File: config.mk
export PLATFORM = sky130hd
export DESIGN_NAME = instr_fetch_unit
export DESIGN_NICKNAME = d
export VERILOG_FILES = /design/src/rtl/fetch_pkg.sv /design/src/rtl/pc_next_logic.sv /design/src/rtl/instr_fetch_unit.sv
export SDC_FILE = /design/constraint.sdc
export NUM_CORES = 1
export LEC_CHECK = 0
export CAP_MARGIN = 20
export CORE_ASPECT_RATIO = 0.8
export CORE_MARGIN = 5
export CORE_UTILIZATION = 35
export DETAILED_ROUTE_END_ITERATION = 10
export GPL_ROUTABILITY_DRIVEN = 0
export GPL_TIMING_DRIVEN = 0
export RECOVER_POWER = 25
export SYNTH_ARGS = -nofsm -noshare
export SYNTH_HDL_FRONTEND = slang
export SYNTH_SLANG_ARGS = --single-unit
File: constraint.sdc
create_clock -name clk -period 3.25 [get_ports clk]
set_input_delay 0.4875 -clock clk [delete_from_list [all_inputs] [get_ports clk]]
set_output_delay 0.4875 -clock clk [all_outputs]
set_load 0.005 [all_outputs]
File: src/rtl/fetch_pkg.sv
// Shared types and constants for the instruction fetch stage.
package fetch_pkg;

    typedef enum logic [1:0] {
        IDLE = 2'd0,
        REQ  = 2'd1,
        HOLD = 2'd2
    } fetch_state_t;

    localparam logic [6:0]  OP_J         = 7'd2;
    localparam logic [6:0]  OP_BEQ       = 7'd4;
    localparam logic [31:0] RESET_PC_DEF = 32'h0000_0000;

endpackage

File: src/rtl/pc_next_logic.sv
// Combinational next-PC selection: sequential, branch, or jump target.
module pc_next_logic (
    input  logic [31:0] pc,
    input  logic [25:0] target,
    input  logic        pcsrc,
    input  logic        jump,
    output logic [31:0] next_pc
);

    logic [31:0] pc4;
    logic [31:0] br_off;

    assign pc4    = pc + 32'd4;
    // Branch immediate is the low 16 target bits, sign-extended and word-scaled.
    assign br_off = {{14{target[15]}}, target[15:0], 2'b00};

    always_comb begin
        next_pc = pc4;
        if (jump) begin
            next_pc = {pc4[31:28], target, 2'b00};
        end else if (pcsrc) begin
            next_pc = pc4 + br_off;
        end
    end

endmodule

File: src/rtl/instr_fetch_unit.sv
// Fetch stage: holds the PC, fetches one word over req/ack, hands it to decode over valid/ready.
//  state | meaning
//  IDLE  | one cycle after reset before the first request
//  REQ   | imem_req high at pc, waiting for imem_ack
//  HOLD  | instruction held valid, waiting for instr_ready
module instr_fetch_unit
    import fetch_pkg::*;
#(
    parameter logic [31:0] RESET_PC = RESET_PC_DEF,
    parameter int          CNT_W    = 32
) (
    input  logic             clk,
    input  logic             rst_n,
    output logic             imem_req,
    output logic [31:0]      imem_addr,
    input  logic             imem_ack,
    input  logic [31:0]      imem_rdata,
    output logic             instr_valid,
    input  logic             instr_ready,
    output logic [31:0]      instr,
    output logic [6:0]       opcode,
    output logic [5:0]       funct,
    output logic [31:0]      pc,
    input  logic             pcsrc,
    input  logic             jump,
    output logic [CNT_W-1:0] retired_cnt
);

    fetch_state_t state, state_nxt;
    logic         capture;
    logic         accept;
    logic [31:0]  next_pc;

    assign capture = (state == REQ) && imem_ack;
    assign accept  = (state == HOLD) && instr_ready;

    always_ff @(posedge clk or negedge rst_n) begin
        if (!rst_n) begin
            state <= IDLE;
        end else begin
            state <= state_nxt;
        end
    end

    always_comb begin
        state_nxt = state;
        case (state)
            IDLE:    state_nxt = REQ;
            REQ:     if (imem_ack)    state_nxt = HOLD;
            HOLD:    if (instr_ready) state_nxt = REQ;
            default: state_nxt = IDLE;
        endcase
    end

    // Decoded from state only, so imem_req falls together with the async reset.
    always_comb begin
        imem_req    = 1'b0;
        instr_valid = 1'b0;
        case (state)
            REQ:     imem_req    = 1'b1;
            HOLD:    instr_valid = 1'b1;
            default: ;
        endcase
    end

    pc_next_logic u_pc_next (
        .pc      (pc),
        .target  (instr[25:0]),
        .pcsrc   (pcsrc),
        .jump    (jump),
        .next_pc (next_pc)
    );

    always_ff @(posedge clk or negedge rst_n) begin
        if (!rst_n) begin
            pc          <= RESET_PC;
            instr       <= 32'd0;
            retired_cnt <= '0;
        end else begin
            if (capture) begin
                instr <= imem_rdata;
            end
            if (accept) begin
                pc          <= next_pc;
                retired_cnt <= retired_cnt + CNT_W'(1);
            end
        end
    end

    assign imem_addr = pc;
    assign opcode    = {1'b0, instr[31:26]};
    assign funct     = instr[5:0];

endmodule

==> flow_summary_export.csv <==
group,metric,value,unit
route,remaining_drc_errors,0,
clock_tree,numCtsBuffers,9,
logic_synthesis,yosysTopAreaCell,"dfrtp_1",
floorplan,start_util,35.6,%
place,post-place-ws,-911,ps
worst_setup_path,worstPathArrival,3870,ps
cells_and_area,final_util,53.5,%
grt,grt_pass1_vias,6255,
clock_tree,cts.clk_slew.worst_paths,70,ps
job,maxCapViolCount,1,
place,port_buffers,175,
route,routed_wl,23400,µm
timing,period_share,111,%
clock_tree,cts.sinks,96,
grt,overflow,0,
grt,grt_pass1_wl,35600,µm
place,place_area,8880,µm²
logic_synthesis,post-synth-top-count-cell,"dfrtp_1",
worst_setup_path,crit_path_start_kind,"flip-flop",
floorplan,coreArea,18900,µm²
route,drt-pass1-iter-count,5,
logic_synthesis,synth_edf_count,0,
run_status,status,"finished with violations",
timing,hold_ws,479,ps
timing,setup_ws,-372,ps
pwr,peakVddDrop,471,µV
worst_setup_path,crit_type,"reg -> reg",
logic_synthesis,ys_seq_area_share,35.7,%
timing,slew-limit-headroom,-4.85,%
min_path,worstHoldPathType,"reg -> reg",
cells_and_area,diodes,0,
clock_tree,worstSkewPairLatency,360,ps
clock_tree,cts_tree,"yes",
route,drt-initial-drc-count,520,
logic_synthesis,synth_cells,735,
timing,fmax,276,MHz
logic_synthesis,synthArstFlopShare,100,%
floorplan,pin_count,181,
logic_synthesis,yosys_warnings,0,
route,routed-via-count,6531,
worst_setup_path,cp_data_required_time,3490,ps
route,ant_nets,0,
grt,antenna_found_initial,0,
timing,worst_pin_slew,1570,ps
pwr,power_density,1040,nW/µm²
clock_tree,cts-htree-levels,3,
cells_and_area,fin_area,10100,µm²
logic_synthesis,syn_avg_cell_area,9.16,µm²
cells_and_area,drive_gt1_share,24.8,%
pwr,leakage,4.35,nW
timing,fin_tns_setup,-4110,ps
timing,drv_slew,60,
place,post-dp-hpwl,16500,µm
floorplan,rows,45,
logic_synthesis,synthDistinctLibCells,68,
floorplan,die_h,134,µm
logic_synthesis,syn_area,6730,µm²
cells_and_area,final_nets,1062,
cells_and_area,syn_to_final_growth,50.3,%
clock_tree,holdBufCountCts,0,
logic_synthesis,ys.flop_type,"dfrtp_1",
timing,period_minus_slack,3620,ps
run_status,violations,"capacitance limit, slew limit, setup timing",
logic_synthesis,synth_commonest_cells,"dfrtp_1, nand2_1, xnor2_1",
clock_tree,clk_path_buf_depth,2,
floorplan,dieArea,22100,µm²
worst_setup_path,crit_fanout,6,
timing,rsz0062_at_grt,"yes",
timing,setup_viol,19,
timing,hold_viol_final,0,
route,vias_per_cell,5.23,
logic_synthesis,synth_area_leaders,"dfrtp_1, xnor2_1, ha_1, buf_4, mux2_2",
floorplan,die_w,165,µm
logic_synthesis,synth_top_area_share,35.7,%
timing,fin_skew,9.70,ps
grt,grt_usage,20.6,%
grt,grt_max_degree,60,
worst_setup_path,crit_path_end_kind,"flip-flop",
clock_tree,cts_root_buf,"clkbuf_16",
logic_synthesis,ys_ff_latch,96,
route,wl_per_cell,18.7,µm
## power by group
group | internal, mW | switching (mW)
clock | 0.537 | 0.530
sequential | 1.60 | 0.674
combinational | 3.92 | 3.26
total | 6.06 | 4.46
## worst max-delay path, stage by stage (launching register included)
cell	delay, ps
dfrtp_2	410
and4_4	310
nand4_4	170
nor3_4	310
nand4_1	120
buf_4	180
buf_4	140
xnor2_1	130
ha_1	340
nand2_1	130
nor2_4	160
nand2_1	90
o21ai_0	150
a21oi_4	60
a31oi_4	260
mux2i_1	270
mux2i_1	190
o21ai_1	80
## per-layer routing
| layer | vias to the layer above | GRT usage (%) | share of wire (%) |
|---|---|---|---|
| met5 | - | 0 | 0 |
| met4 | 0 | 5.17 | 1.8 |
| met3 | 39 | 5.19 | 7.9 |
| met2 | 241 | 31.7 | 46 |
| met1 | 3165 | 29.0 | 45 |
| li1 | 3086 | - | - |
## layout make-up
class	count	area, µm²
Fill cell	1710	8800
Multi-Input combinational cell	560	4330
Sequential cell	96	2420
Timing Repair Buffer	238	2270
Buffer	66	433
Tap cell	258	323
Clock buffer	9	225
Clock inverter	7	66.3
Inverter	14	52.6
## path summary, 6_finish.rpt
kind	from	to	slack [ps]	cells past startpoint
max	imem_addr[11]$_DFFE_PN0P_	imem_addr[31]$_DFFE_PN0P_	-370	17
min	retired_cnt[31]$_DFFE_PN0P_	retired_cnt[31]$_DFFE_PN0P_	480	1
max reg2reg	imem_addr[11]$_DFFE_PN0P_	imem_addr[31]$_DFFE_PN0P_	-370	17
min reg2reg	retired_cnt[31]$_DFFE_PN0P_	retired_cnt[31]$_DFFE_PN0P_	480	1
max in group asynchronous	rst_n	imem_addr[3]$_DFFE_PN0P_	1020	2
min in group asynchronous	rst_n	instr[22]$_DFFE_PN0P_	490	1
## cells in the final DEF (no fill, tap or decap), types with 7 or more instances in the layout
| cell | count |
|---|---|
| clkdlybuf4s50_1 | 173 |
| a21o_1 | 16 |
| ha_1 | 29 |
| buf_4 | 97 |
| inv_1 | 13 |
| dfrtp_2 | 12 |
| nand4_1 | 16 |
| a21oi_2 | 7 |
| o21ai_1 | 8 |
| dfrtp_1 | 84 |
| nor2_1 | 47 |
| nor3_1 | 10 |
| nand3_1 | 31 |
| a21oi_1 | 31 |
| and3_1 | 10 |
| a211oi_1 | 9 |
| o21ai_0 | 23 |
| buf_6 | 12 |
| clkbuf_16 | 9 |
| mux2_2 | 32 |
| nand2_1 | 74 |
| and2_1 | 8 |
| xnor2_1 | 48 |
| clkbuf_1 | 15 |
| xor2_1 | 23 |
## cell families (layout without fill, tap and decap cells)
group	after synthesis	after routing	synth area share, %
simple gates	237	237	17.0
buf+inv	83	334	7.43
xor+xnor	80	80	10.5
fa+ha+maj	39	39	7.36
other cells	1	5	0.0557
mux	37	37	6.10
flops	96	96	35.7
compound gates	162	162	15.8
## through the flow
step | total power, mW | std cells
after floorplan | 5.59 | 739
after global placement | 7.88 | 1172
after detailed placement | 7.89 | 1173
after CTS | 9.75 | 1221
after global routing | 11.3 | 1248
final | 10.5 | 1248
## timing repair
action,4_1_cts,5_1_grt
buffers inserted,41,35
endpoints found under the hold margin,0,0
resized for setup,73,50
pin swaps,46,58
endpoints found under the setup margin,20,20
## flip-flops by register name (all words and copies together), names as in the netlist
| signal | cells |
|---|---|
| imem_addr | 30 |
| instr | 32 |
| retired_cnt | 32 |
| state | 2 |
Power figures use the tool's default switching activity.
